## src/rtl/ddr2_refresh_scheduler.sv

```systemverilog
// DDR2 auto-refresh scheduler: tREFI tick counting, pending-refresh accounting, PREA/REF command sequencing.
// Optional build macro DDR2_REF_BURST_EN: one grant drains every pending refresh back-to-back.
module ddr2_refresh_scheduler #(
  parameter int TREFI_CLK    = 1560,
  parameter int TRP_CLK      = 3,
  parameter int TRFC_CLK     = 26,
  parameter int MAX_POSTPONE = 8
) (
  input  logic       clk,
  input  logic       reset,
  input  logic       refresh_en,
  input  logic       ref_gnt,
  output logic       ref_req,
  output logic       ref_urgent,
  output logic       ref_busy,
  output logic       ref_done,
  output logic       ref_overflow,
  output logic [3:0] pending_cnt,
  output logic       cmd_csbar,
  output logic       cmd_rasbar,
  output logic       cmd_casbar,
  output logic       cmd_webar,
  output logic       cmd_a10
);
  localparam int IW = $clog2(TREFI_CLK);
  localparam int TW = $clog2(TRP_CLK + TRFC_CLK + 1);
  localparam logic [IW-1:0] I_LAST   = IW'(TREFI_CLK - 1);
  localparam logic [TW-1:0] RP_LAST  = TW'((TRP_CLK  > 1) ? TRP_CLK  - 2 : 0);
  localparam logic [TW-1:0] RFC_LAST = TW'((TRFC_CLK > 1) ? TRFC_CLK - 2 : 0);
  // {csbar, rasbar, casbar, webar, a10}
  localparam logic [4:0] CMD_DESEL = 5'b11110;
  localparam logic [4:0] CMD_PREA  = 5'b00101;
  localparam logic [4:0] CMD_REF   = 5'b00010;

  typedef enum logic [2:0] {
    S_IDLE, S_REQ, S_PRE_ALL, S_WAIT_RP, S_REF, S_WAIT_RFC
  } state_t;

  state_t        r_state, w_next;
  logic [IW-1:0] r_icnt;
  logic [TW-1:0] r_tcnt;
  logic [3:0]    r_pend, w_pend_nxt;
  logic          r_ovf, w_ovf_nxt;
  logic          r_done, w_done, w_end;
  logic [4:0]    r_cmd, w_cmd;
  logic          w_tick, w_is_ref;

  assign w_tick   = refresh_en && (r_icnt == I_LAST);
  assign w_is_ref = (r_state == S_REF);

  // A tick landing in the REF cycle cancels that cycle's decrement.
  always_comb begin
    w_pend_nxt = r_pend;
    w_ovf_nxt  = r_ovf;
    if (!refresh_en) begin
      w_pend_nxt = 4'd0;
    end else if (w_tick && !w_is_ref) begin
      if (r_pend == 4'hF) w_ovf_nxt  = 1'b1;
      else                w_pend_nxt = r_pend + 4'd1;
    end else if (!w_tick && w_is_ref && r_pend != 4'd0) begin
      w_pend_nxt = r_pend - 4'd1;
    end
  end

  always_ff @(posedge clk) begin
    if (reset) r_state <= S_IDLE;
    else       r_state <= w_next;
  end

  always_comb begin
    w_next = r_state;
    w_end  = 1'b0;
    w_done = 1'b0;
    w_cmd  = CMD_DESEL;
    case (r_state)
      S_IDLE:     if (r_pend != 4'd0) w_next = S_REQ;
      S_REQ: begin
        if (r_pend == 4'd0) w_next = S_IDLE;
        else if (ref_gnt)   w_next = S_PRE_ALL;
      end
      S_PRE_ALL:  w_next = (TRP_CLK > 1) ? S_WAIT_RP : S_REF;
      S_WAIT_RP:  if (r_tcnt == RP_LAST) w_next = S_REF;
      S_REF: begin
        if (TRFC_CLK > 1) w_next = S_WAIT_RFC;
        else              w_end  = 1'b1;
      end
      S_WAIT_RFC: if (r_tcnt == RFC_LAST) w_end = 1'b1;
      default:    w_next = S_IDLE;
    endcase
    if (w_end) begin
`ifdef DDR2_REF_BURST_EN
      w_next = (w_pend_nxt != 4'd0) ? S_REF : S_IDLE;
`else
      w_next = S_IDLE;
`endif
      w_done = (w_next == S_IDLE);
    end
    if (w_next == S_PRE_ALL)  w_cmd = CMD_PREA;
    else if (w_next == S_REF) w_cmd = CMD_REF;
  end

  always_ff @(posedge clk) begin
    if (reset) begin
      r_icnt <= '0;
      r_tcnt <= '0;
      r_pend <= 4'd0;
      r_ovf  <= 1'b0;
      r_done <= 1'b0;
      r_cmd  <= CMD_DESEL;
    end else begin
      r_icnt <= (!refresh_en || w_tick) ? '0 : r_icnt + 1'b1;
      r_tcnt <= (w_next != r_state) ? '0 : r_tcnt + 1'b1;
      r_pend <= w_pend_nxt;
      r_ovf  <= w_ovf_nxt;
      r_done <= w_done;
      r_cmd  <= w_cmd;
    end
  end

  assign pending_cnt  = r_pend;
  assign ref_req      = (r_pend != 4'd0) && (r_state == S_REQ);
  assign ref_urgent   = (r_pend >= 4'(MAX_POSTPONE));
  assign ref_busy     = (r_state == S_PRE_ALL) || (r_state == S_WAIT_RP) ||
                        (r_state == S_REF)     || (r_state == S_WAIT_RFC);
  assign ref_done     = r_done;
  assign ref_overflow = r_ovf;
  assign {cmd_csbar, cmd_rasbar, cmd_casbar, cmd_webar, cmd_a10} = r_cmd;
endmodule

```

## config.mk

```make
export PLATFORM = sky130hd
export DESIGN_NAME = ddr2_refresh_scheduler
export DESIGN_NICKNAME = d
export VERILOG_FILES = /design/src/rtl/ddr2_refresh_scheduler.sv
export SDC_FILE = /design/constraint.sdc
export NUM_CORES = 1
export LEC_CHECK = 0
export ABC_AREA = 0
export BUFFER_PORTS_ARGS = -buffer_cell sky130_fd_sc_hd__buf_2
export CAP_MARGIN = 5
export CORE_UTILIZATION = 51
export CTS_CLUSTER_SIZE = 8
export DETAILED_ROUTE_END_ITERATION = 10
export PLACE_DENSITY = 0.74
export SLEW_MARGIN = 20
export SYNTH_ARGS = -nofsm -noshare
export SYNTH_HDL_FRONTEND = slang
export SYNTH_SLANG_ARGS = --single-unit
```

## constraint.sdc

```tcl
create_clock -name clk -period 2 [get_ports clk]
set_input_delay 0.4 -clock clk [delete_from_list [all_inputs] [get_ports clk]]
set_output_delay 0.4 -clock clk [all_outputs]
set_load 0.01 [all_outputs]
```

* After elaboration in Yosys (flattened, before gate mapping) *
Index checks and enable logic that the tools add are counted.

word-level totals
  bits of input ports = 4
  logic and storage cells = 63
  output and inout port bits = 14
  bits in registers = 30

operators by class
  mux-type cells = 14
  $lt $le $gt $ge = 1
  equality and inequality tests = 13
  reductions and logical operators = 22
  bitwise gates (word level) = 1
  add/sub/neg operators = 4

operator list
  operator                                          number
  one-hot mux 3 bit (6 select lines)                1
  two-way mux 3 bit                                 5
  two-way mux 4 bit                                 3
  adder 11 x 1 -> 11 bit, second input constant     1
  == test 11 bit, second input constant             1
  two-way mux 5 bit                                 2
  == test 3 x 2 -> 1 bit, second input constant     3
  == test 3 bit, second input constant              3
  OR reduction 2 bit                                4
  adder 5 x 1 -> 5 bit, second input constant       1
  == test 5 x 1 -> 1 bit, second input constant     1
  == test 5 bit, second input constant              1
  logical AND 1 bit                                 5
  adder 4 x 1 -> 4 bit, second input constant       1
  == test 4 bit, second input constant              1
  >= comparator 4 bit, second input constant        1
  logical NOT 4 bit                                 1
  logical OR 1 bit                                  4
  nonzero test 4 bit                                1
  subtractor 4 x 1 -> 4 bit, second input constant  1
  == test 3 x 1 -> 1 bit, second input constant     1
  logical NOT 1 bit                                 3
  logical NOT 3 bit                                 1
  two-way mux 1 bit                                 3
  other kinds (6)                                   6

* Longest topological paths before layout *
Gate-level depths: netlist of run 1.

  depth after elaboration = 7
  gate-level depth with buffers = 10
  mapped depth without buffers = 10

* Least setup slack after synthesis of run 1 *
OpenSTA, ideal clock, no wires.

  path type = flip-flop to flip-flop
  start = register r_icnt[0]
  end = register r_pend[3], in the netlist pending_cnt[3]
  setup slack = -0.149 ns
  cell stages (with the launch flop) = 11
  period minus slack after synthesis = 2.149 ns
  library setup time = 0.123 ns
  data arrival time = 2.026 ns
  data required time = 1.877 ns
  buffers on the path = 0
  cells stage by stage = dfxtp_1 > ha_1 > and2_1 > nand4_4 > nand2b_1 > ha_1 > a21oi_1 > nand2_1 > nor3b_1 > o21a_1 > nor3_1

between the ends
  cells in the longest elaborated chain, start to end = 7
  elaborated cells between the ends (all ways) = 10
  classes of those cells = eq/ne: 2; mux: 1; reduce/logical: 7

RTL lines
  what                                  line  RTL
  from (decl)                           40    logic [IW-1:0] r_icnt;
  from (signal assigned)                111   r_icnt <= (!refresh_en || w_tick) ? '0 : r_icnt + 1'b1;
  == test 11 bit (*)                    48    assign w_tick = refresh_en && (r_icnt == I_LAST);
  logical AND 1 bit (*)                 48
  logical NOT 1 bit                     60    end else if (!w_tick && w_is_ref && r_pend != 4'd0) begin
  logical AND 1 bit (2 in series)       60
  nonzero test 2 bit (no source line)   -
  AND reduction 2 bit (no source line)  -
  to (signal assigned)                  113   r_pend <= w_pend_nxt;
  to (decl)                             42    logic [3:0] r_pend, w_pend_nxt;

Every way passes the cells marked *; elsewhere a longest branch is shown, timed or not.
A chain may end at the register's enable or synchronous reset.

* Worst setup path after layout of run 1 *
  start = register r_icnt[8]
  end = register r_pend[3], in the netlist pending_cnt[3]

Same word-level chain as after synthesis.

==> metrics.md, run 1 <==
| Metric | Value |
|---|---|
| Status | `finished, violations left` |
| Failing checks | `negative setup slack` |
| Synth warn | `0` |
| Vias per cell | `5.298` |
| Sequential-to-total area share from yosys stat | `40.42%` |
| Simple-Gate Fraction of Synth Area | `28.83%` |
| Vias in the first global route | `975` |
| Max-cap violation count | `0` |
| Maximum VDD drop | `0.4868 mV` |
| Root Buffer | `clkbuf_4` |
| Hold_buf cts | `0` |
| Die Y-Extent | `55.07 um` |
| Fin nets | `196` |
| Setup ws final | `-0.02966 ns` |
| Post-synth EDFFs | `0` |
| Initial core utilization | `55.95%` |
| Final period util | `101.5%` |
| Seq cells post-synth | `29` |
| Final core occ | `67.93%` |
| Max_slew headroom | `73.68%` |
| H-tree depth | `2` |
| Ys flop type | `dfxtp_1` |
| Top cell type's share of synthesized area | `40.42%` |
| Lkg Pwr | `0.7253 nW` |
| Gp weighted congestion | `0.7848` |
| Layout cell share with drive strength beyond 1 | `32.43%` |
| ANT nets after route | `0` |
| DRC viols | `0` |
| Synth area leader | `dfxtp_1` |
| Asr flop ratio synth | `0%` |
| Antenna fix cells | `0` |
| WP data required | `2.26 ns` |
| Syn Area/Cell | `9.450 um2` |
| Tot GR Track Use | `20.33%` |
| Clock-pin slew on the worst setup and hold paths | `0.09 ns` |
| Crit path kind | `reg -> reg` |
| Post-Synth XOR/XNOR Area | `9.146%` |
| Most common cell in the netlist | `dfxtp_1` |
| PnR Total Power | `0.0009875 W` |
| Worst slack, placed | `0.005075 ns` |
| Drt pass-1 iters | `4` |
| CTS tree | `yes` |
| Post-synthesis compound-gate area fraction | `7.491%` |
| Core footprint | `2567 um2` |
| Slew Viols, Final | `0` |
| Most area-consuming cells after synthesis | `dfxtp_1, nor2_1, ha_1, xnor2_1, xor2_1` |
| Clock Tree Buf Depth | `2` |
| Initial antenna violation count | `0` |
| Mapped cell area | `1436 um2` |
| HPWL Detailed | `1892 um` |
| Area Growth Syn to Fin | `21.43%` |
| First-pass GRT wire length | `4202 um` |
| Slew @ Worst Pin | `0.3907 ns` |
| Pwr Density | `566.2 nW/um2` |
| Wirelength per Cell | `12.48 um` |
| Largest net degree at the start of global routing | `14` |
| Total CTS buffers | `5` |
| GR Overflow Total | `0` |
| DRT Wirelength | `2683 um` |
| Synth Instances | `152` |
| Crit path time final | `2.030 ns` |
| 1st-iter DRT viols | `27` |
| Final setup fails | `1` |
| Largest family of logic cells by synthesized area | `simple AND/OR/NAND/NOR gates` |
| Sink Count | `29` |
| Syn Nets | `163` |
| Post-synth cell types | `41` |
| Number of failing hold endpoints at the final stage | `0` |
| Clk Latency, worst-skew pair | `0.33 ns` |
| Portion of netlist area occupied by mux cells | `3.659%` |
| Critical path fanouts, max | `3` |
| RSZ-0062 raised after global routing | `yes` |
| Hold WC Path Type | `in -> reg` |
| Fin Hold WS | `0.3290 ns` |
| Post-Place Cell Area | `1640 um2` |
| # rows | `18` |
| Setup crit end kind | `register` |
| Startpoint Class | `register` |
| Ports | `18` |
| Synth top cells by count | `dfxtp_1, nor2_1, nand2_1, xnor2_1` |
| Worst path arrival time | `2.29 ns` |
| Vias | `1139` |
| Highest attainable clock frequency | `492.7 MHz` |
| Final instance area | `1744 um2` |
| Max Clock Skew | `0.004060 ns` |
| Die area | `3033 um2` |
| FILL cells | `205` |
| Post-synthesis adder-cell area fraction | `6.620%` |
| Port buffer count | `17` |
| Die Width | `55.07 um` |
## report_power, final
part / total (W) / leakage [nW] / switching [W] / internal, W
combinational: 0.0000350 / 0.457 / 0.0000213 / 0.0000137
clock: 0.000361 / 0.0314 / 0.000196 / 0.000166
sequential: 0.000591 / 0.237 / 0.00000685 / 0.000584
## logic make-up (layout without fill, tap and decap cells)
family          after synthesis  in the layout
fa+ha+maj                     7              7
mux                           4              4
compound gates               13             13
buf+inv                      13             46
xor+xnor                     15             15
flops                        29             29
simple gates                 71             71
## state kept, by name (all words and copies together) (netlist names)
register and flops:
r_cmd 4, r_icnt 11, r_tcnt 5, ref_overflow 1, pending_cnt 4, r_state 3
ref_done 1
## area by class of cell
type | count | area (um2) | share of cell area [%]
Multi-Input combinational cell | 110 | 842.1 | 48.28
Sequential cell | 29 | 585.6 | 33.57
Timing Repair Buffer | 32 | 197.7 | 11.33
Clock buffer | 7 | 55.05 | 3.156
Tap cell | 30 | 37.54 | 2.152
Inverter | 7 | 26.28 | 1.506
## routing by layer
metal  track usage [%]  routed length [um]  vias to the layer above
li1                  -                   -                      584
met1             24.87                1247                      523
met2             30.72                1238                       28
met3             9.016                 152                        4
met4             8.750                  44                        0
met5                 0                   0                        -
## worst paths after layout
| check | end | slack, ns | startpoint | cells past startpoint |
|---|---|---|---|---|
| worst max register to register | pending_cnt[3] | -0.03 | r_icnt[8] | 9 |
| worst max-delay path | pending_cnt[3] | -0.03 | r_icnt[8] | 9 |
| worst min register to register | r_icnt[0] | 0.45 | r_icnt[0] | 1 |
| worst min-delay path | ref_overflow | 0.33 | reset | 2 |
## worst max-delay path, stage by stage (launching register included)
cell	delay (ns)
dfxtp_2	0.34
nor4b_4	0.34
nand4_4	0.13
nand2b_4	0.18
ha_1	0.29
nand3_1	0.09
nand2_1	0.08
and4b_1	0.21
o21a_1	0.19
nor3_2	0.11
## through the flow
step	std cells	setup TNS, ns
after global placement	204	0
after floorplan	152	0
final	215	-0.02966
after CTS	214	-0.001448
after global routing	215	-0.1240
after detailed placement	204	0
## timing repair
item	CTS	global route
endpoints found under the setup margin	1	1
cloned	0	0
resized for setup	3	4
buffers inserted	3	1
pin swaps	4	2
## cell usage in the layout (no fill, tap or decap), drive strengths merged, types with 2 or more instances in the layout
cell type,n
nor3b,3
a21oi,3
nand3,6
buf,32
nor3,5
ha,6
o21ai,2
xnor2,8
nor2,28
nor2b,2
xor2,7
or3b,2
mux2i,4
nand4,5
nand2b,2
nand2,8
nor4,2
nor4b,2
clkbuf,7
dfxtp,29
inv,7
Note: power is estimated with default switching activity, not from simulation.
==> inputs of run 2 (changes only) <==
SKIP_CTS_REPAIR_TIMING = 1   (was default)
==> run 2 against run 1 <==
The run still ends with negative setup slack left. Die area is the same. Utilization shrank 0.97 points. Via count shrank 1.8%. Cell count shrank 1.9%. Count of clock-buffer cells in the layout is the same. Hold slack gained 0.0017 ns. Total power shrank 0.10%. Design area shrank 1.4%. Clock skew is essentially flat. Register-to-register slack is essentially flat. Global-route usage shrank 0.69 points. Flip-flop and latch count is the same. Largest cell class unchanged.
==> metrics.md, run 2 (same netlist as run 1, synthesis figures left out) <==
| Metric | Value |
|---|---|
| Max-cap violation count | `0 (unchanged)` |
| Sink Count | `29 (unchanged)` |
| Worst hold stages | `2 (unchanged)` |
| DRT Wirelength | `2572 um (was 2683 um)` |
| Net Switching | `0.0002226 W (was 0.0002241 W)` |
| Number of failing hold endpoints at the final stage | `0 (unchanged)` |
| Root Buffer | `clkbuf_4 (unchanged)` |
| Placed insts | `204 (unchanged)` |
| Largest regs | `r_icnt: 11 flops, r_tcnt: 5 flops (unchanged)` |
| ANT nets after route | `0 (unchanged)` |
| End of the worst register-to-register path | `pending_cnt[3] (unchanged)` |
| HPWL Detailed | `1892 um (unchanged)` |
| Drt pass-1 iters | `4 (unchanged)` |
| Failing checks | `negative setup slack (unchanged)` |
| First-pass GRT wire length | `4050 um (was 4202 um)` |
| Lkg Pwr | `0.7046 nW (was 0.7253 nW)` |
| Startpoint Class | `register (unchanged)` |
| Hold WC Path Type | `in -> reg (unchanged)` |
| Slew Viols, Final | `0 (unchanged)` |
| Largest register FFs | `11 (unchanged)` |
| Final core occ | `66.96% (was 67.93%)` |
| Max Clock Skew | `0.003674 ns (was 0.004060 ns)` |
| Fin cells | `211 (was 215)` |
| Layout cell share with drive strength beyond 1 | `30.94% (was 32.43%)` |
| Ports | `18 (unchanged)` |
| Final period util | `101.8% (was 101.5%)` |
| Die Y-Extent | `55.07 um (unchanged)` |
| Worst hold path endpoint | `r_state[2] (was ref_overflow)` |
| Largest net degree at the start of global routing | `14 (unchanged)` |
| H-tree depth | `2 (unchanged)` |
| Hold path startpoint | `reset (unchanged)` |
| Core footprint | `2567 um2 (unchanged)` |
| Die Width | `55.07 um (unchanged)` |
| Sequential power share | `59.9% (about the same)` |
| Most common cell after layout, fill and taps aside | `nor2_1 (unchanged)` |
| Gp weighted congestion | `0.7848 (unchanged)` |
| Die area | `3033 um2 (unchanged)` |
| Pwr Density | `573.8 nW/um2 (was 566.2 nW/um2)` |
| RSZ-0062 raised after global routing | `yes (unchanged)` |
| GR Overflow Total | `0 (unchanged)` |
| DRC viols | `0 (unchanged)` |
| Internal Power | `0.0007639 W (was 0.0007634 W)` |
| Antenna fix cells | `0 (unchanged)` |
| Reg2reg path depth | `9 (unchanged)` |
| Wirelength per Cell | `12.19 um (was 12.48 um)` |
| Clock power share | `36.5% (was 36.6%)` |
| Fin nets | `192 (was 196)` |
| Biggest register | `r_icnt (unchanged)` |
| Critical path fanouts, max | `3 (unchanged)` |
| Vias per cell | `5.299 (was 5.298)` |
| Gate power share | `3.6% (was 3.5%)` |
| Slew @ Worst Pin | `0.3892 ns (was 0.3907 ns)` |
| CTS tree | `yes (unchanged)` |
| Final setup fails | `1 (unchanged)` |
| Status | `finished, violations left (unchanged)` |
| Worst path arrival time | `2.25 ns (was 2.29 ns)` |
| Reg2reg setup slack | `-0.04 ns (was -0.03 ns)` |
| Clk Latency, worst-skew pair | `0.33 ns (about the same)` |
| Clock Tree Buf Depth | `2 (unchanged)` |
| Area Growth Syn to Fin | `19.69% (was 21.43%)` |
| Initial antenna violation count | `0 (unchanged)` |
| Crit path time final | `2.037 ns (was 2.030 ns)` |
| Tot GR Track Use | `19.65% (was 20.33%)` |
| Max_slew headroom | `73.78% (was 73.68%)` |
| Maximum VDD drop | `0.4852 mV (was 0.4868 mV)` |
| WP data required | `2.21 ns (was 2.26 ns)` |
| Setup ws final | `-0.03684 ns (was -0.02966 ns)` |
| Highest attainable clock frequency | `491.0 MHz (was 492.7 MHz)` |
| Vias in the first global route | `951 (was 975)` |
| Commonest non-fill, non-tap cells in the layout | `nor2_1, dfxtp_1, buf_2 (unchanged)` |
| Switch share | `22.57% (was 22.69%)` |
| Initial core utilization | `55.95% (unchanged)` |
| # rows | `18 (unchanged)` |
| Total CTS buffers | `5 (unchanged)` |
| Critical R2R Launch | `r_icnt[3] (was r_icnt[8])` |
| Vias | `1118 (was 1139)` |
| Clock-pin slew on the worst setup and hold paths | `0.09 ns (about the same)` |
| Setup crit end kind | `register (unchanged)` |
| 1st-iter DRT viols | `27 (unchanged)` |
| Port buffer count | `17 (unchanged)` |
| Crit path kind | `reg -> reg (unchanged)` |
-- run 2: how the worst max path moves through the flow --
stage | startpoint | endpoint | slack, ns
finish | r_icnt[3] | pending_cnt[3] | -0.04
global route | r_icnt[3] | pending_cnt[3] | -0.15
CTS | r_icnt[6] | pending_cnt[3] | -0.02
detailed placement | r_icnt[6] | pending_cnt[3] | 0.005
global placement | r_icnt[8] | pending_cnt[3] | 0.06
floorplan | r_icnt[8] | pending_cnt[3] | 0.02
-- run 2: stage by stage --
step	hold slack [ns]	setup slack (ns)	cell area (um2)	power, W	setup TNS (ns)
final	0.3307	-0.03684	1719	0.0009865	-0.03684
after global routing	0.3147	-0.1498	1719	0.001033	-0.1498
after CTS	0.3139	-0.01963	1695	0.001000	-0.01963
after detailed placement	0.4439	0.005075	1640	0.0006400	0
after global placement	0.4308	0.06338	1640	0.0006380	0
after floorplan	0.4175	0.02356	1464	0.0006272	0
-- run 2: power groups by stage --
stage	registers, W	clock network, W	logic [W]
6_report	0.000591	0.000360	0.0000353
3_3_place_gp	0.000604	0	0.0000335
4_1_cts	0.000591	0.000374	0.0000353
5_1_grt	0.000593	0.000399	0.0000410
3_5_place_dp	0.000605	0	0.0000352
2_1_floorplan	0.000603	0	0.0000238
-- run 2: layer usage --
| metal | vias to the layer above | wire [um] | track usage (%) |
|---|---|---|---|
| li1 | 575 | - | - |
| met1 | 513 | 1194 | 23.54 |
| met2 | 26 | 1185 | 29.92 |
| met3 | 4 | 148 | 9.016 |
| met4 | 0 | 43 | 8.750 |
| met5 | - | 0 | 0 |
-- run 2: worst max-delay path: stages, from the launching register on --
cell and delay [ns]:
dfxtp_2 0.35, nor4b_4 0.34, nand4_4 0.13, nand2b_4 0.18, ha_1 0.31, nand3_2 0.08, nand2_2 0.10, and4b_1 0.23
o21a_1 0.16, nor3_2 0.04
-- run 2: cell type report --
cell class,instances,area [um2]
multi-input combinational,110,849.6
fill,209,848.3
sequential,29,583.1
timing repair buffer,28,167.7
clock buffer,7,55.05
tap,30,37.54
inverter,7,26.28
==> inputs of run 3 (changes only) <==
ABC_AREA = default   (was 0)
CORE_UTILIZATION = 23   (was 51)
PLACE_DENSITY = default   (was 0.74)
==> run 3 against run 2 <==
Critical endpoint unchanged. Via count is 1.1% higher. Count of clock-buffer cells in the layout stayed put. Clock skew is 0.00055 ns lower. Sequential share of layout area is 2.3 points lower. Critical path type unchanged. Cell count is 22% higher. The flow now finishes without violations. Utilization is 36 points lower. Clock power is 48% higher. Global-route usage is 10 points lower. Hold slack better by 0.060 ns. Non-clock buffer count is 1 higher.
==> metrics.md, run 3 (same netlist as run 1, synthesis figures left out) <==
| Metric | Value |
|---|---|
| Final core occ | `30.92% (was 66.96%)` |
| Vias per cell | `4.380 (was 5.299)` |
| Initial core utilization | `24.12% (was 55.95%)` |
| Tot GR Track Use | `9.488% (was 19.65%)` |
| Most common cell after layout, fill and taps aside | `nor2_1 (unchanged)` |
| Startpoint Class | `register (unchanged)` |
| Sink Count | `29 (unchanged)` |
| Die Y-Extent | `81.03 um (was 55.07 um)` |
| Vias | `1130 (was 1118)` |
| Drt pass-1 iters | `4 (unchanged)` |
| DRC viols | `0 (unchanged)` |
| Worst path cell trace | `nor4b_4 > nand4_4 > nand2b_4 > ha_4 > nand3_2 > nand2_2 > and4b_1 > o21a_1 > nor3_2 (was nor4b_4 > nand4_4 > nand2b_4 > ha_1 > nand3_2 > nand2_2 > and4b_1 > o21a_1 > nor3_2)` |
| Max Clock Skew | `0.003121 ns (was 0.003674 ns)` |
| 1st-iter DRT viols | `71 (was 27)` |
| Fin Hold WS | `0.3902 ns (was 0.3307 ns)` |
| Highest attainable clock frequency | `501.2 MHz (was 491.0 MHz)` |
| Final setup fails | `0 (was 1)` |
| Biggest register | `r_icnt (unchanged)` |
| Antenna fix cells | `0 (unchanged)` |
| Core footprint | `5956 um2 (was 2567 um2)` |
| First-pass GRT wire length | `4533 um (was 4050 um)` |
| Max-cap violation count | `0 (unchanged)` |
| DRT Wirelength | `2813 um (was 2572 um)` |
| Root Buffer | `clkbuf_8 (was clkbuf_4)` |
| Largest register FFs | `11 (unchanged)` |
| # rows | `28 (was 18)` |
| Worst path max stage delay | `0.34 ns (was 0.35 ns)` |
| Vias in the first global route | `1024 (was 951)` |
| Area Growth Syn to Fin | `28.22% (was 19.69%)` |
| CTS tree | `yes (unchanged)` |
| HPWL Detailed | `2026 um (was 1892 um)` |
| Worst hold stages | `2 (unchanged)` |
| Slew Viols, Final | `0 (unchanged)` |
| Initial antenna violation count | `0 (unchanged)` |
| Crit path kind | `reg -> reg (unchanged)` |
| Wirelength per Cell | `10.90 um (was 12.19 um)` |
| Clk Latency, worst-skew pair | `0.28 ns (was 0.33 ns)` |
| Ports | `18 (unchanged)` |
| Port buffer count | `17 (unchanged)` |
| Gp weighted congestion | `0.8001 (was 0.7848)` |
| Die Width | `81.03 um (was 55.07 um)` |
| RSZ-0062 raised after global routing | `yes (unchanged)` |
| Status | `finished clean (was finished, violations left)` |
| Final period util | `99.76% (was 101.8%)` |
| Stages on worst setup path | `9 (unchanged)` |
| Total CTS buffers | `5 (unchanged)` |
| Commonest non-fill, non-tap cells in the layout | `nor2_1, dfxtp_1, buf_2 (unchanged)` |
| Max_slew headroom | `72.35% (was 73.78%)` |
| Worst path slowest cell | `dfxtp_2 (unchanged)` |
| Placed insts | `248 (was 204)` |
| Slew @ Worst Pin | `0.4103 ns (was 0.3892 ns)` |
| Worst path arrival time | `2.16 ns (was 2.25 ns)` |
| Largest regs | `r_icnt: 11 flops, r_tcnt: 5 flops (unchanged)` |
| Reg2reg path depth | `9 (unchanged)` |
| Largest net degree at the start of global routing | `14 (unchanged)` |
| Fin nets | `193 (was 192)` |
| H-tree depth | `2 (unchanged)` |
| Clock-pin slew on the worst setup and hold paths | `0.06 ns (was 0.09 ns)` |
| Pwr Density | `630.4 nW/um2 (was 573.8 nW/um2)` |
| Worst Path Buf+Inv | `0 (unchanged)` |
| Hold WC Path Type | `in -> reg (unchanged)` |
| ANT nets after route | `0 (unchanged)` |
| Setup crit end kind | `register (unchanged)` |
| Die area | `6565 um2 (was 3033 um2)` |
| Maximum VDD drop | `0.3009 mV (was 0.4852 mV)` |
| CP delay by family, top | `simple AND/OR/NAND/NOR gates (unchanged)` |
| Layout cell share with drive strength beyond 1 | `32.79% (was 30.94%)` |
| WP data required | `2.16 ns (was 2.21 ns)` |
| Number of failing hold endpoints at the final stage | `0 (unchanged)` |
| Clock Tree Buf Depth | `2 (unchanged)` |
| FILL cells | `627 (was 209)` |
| GR Overflow Total | `0 (unchanged)` |
| Crit path time final | `1.995 ns (was 2.037 ns)` |
| Fin cells | `258 (was 211)` |
| PnR Total Power | `0.001161 W (was 0.0009865 W)` |
| Critical path fanouts, max | `3 (unchanged)` |
| Lkg Pwr | `0.7310 nW (was 0.7046 nW)` |
-- run 3: cell count changes in the layout (fill, tap and decap cells not counted) --
cell      before  now
ha_1           5    4
buf_4         11   12
clkbuf_1       1    0
clkbuf_4       5    0
ha_4           1    2
clkbuf_8       1    7
clkinv_2       0    1
-- run 3: worst paths after layout --
check / startpoint / end / slack, ns
min: reset / ref_overflow / 0.39
min reg2reg: r_icnt[0] / r_icnt[0] / 0.41
max reg2reg: r_icnt[3] / pending_cnt[3] / 0.005
max: r_icnt[3] / pending_cnt[3] / 0.005
-- run 3: routing by layer --
layer  vias to the layer above  part of all wire [%]  track usage (%)
met2                        16                    50            15.04
met4                         0                   2.5            6.964
met1                       527                    43            10.36
li1                        581                     -                -
met3                         6                   4.5            3.483
met5                         -                     0                0
-- run 3: report_power, final --
part	internal, W	leakage (nW)	switching [W]
Clock	0.000310	0.0542	0.000223
Combinational	0.0000136	0.441	0.0000218
Sequential	0.000585	0.235	0.00000706
-- run 3: final cells by class --
cell class,count,area (um2),share of cell area (%)
Multi-Input combinational cell,110,862.1,46.81
Clock inverter,1,5.005,0.2717
Timing Repair Buffer,29,175.2,9.511
Inverter,7,26.28,1.427
Tap cell,75,93.84,5.095
Clock buffer,7,96.34,5.231
Sequential cell,29,583.1,31.66
-- run 3: through the flow --
step | setup TNS, ns | cell area [um2] | setup WS (ns)
2_1_floorplan | 0 | 1464 | 0.02356
4_1_cts | 0 | 1790 | 0.005860
3_5_place_dp | 0 | 1689 | 0.02404
5_1_grt | -0.1467 | 1842 | -0.08025
3_3_place_gp | 0 | 1689 | 0.05685
6_report | 0 | 1842 | 0.004733
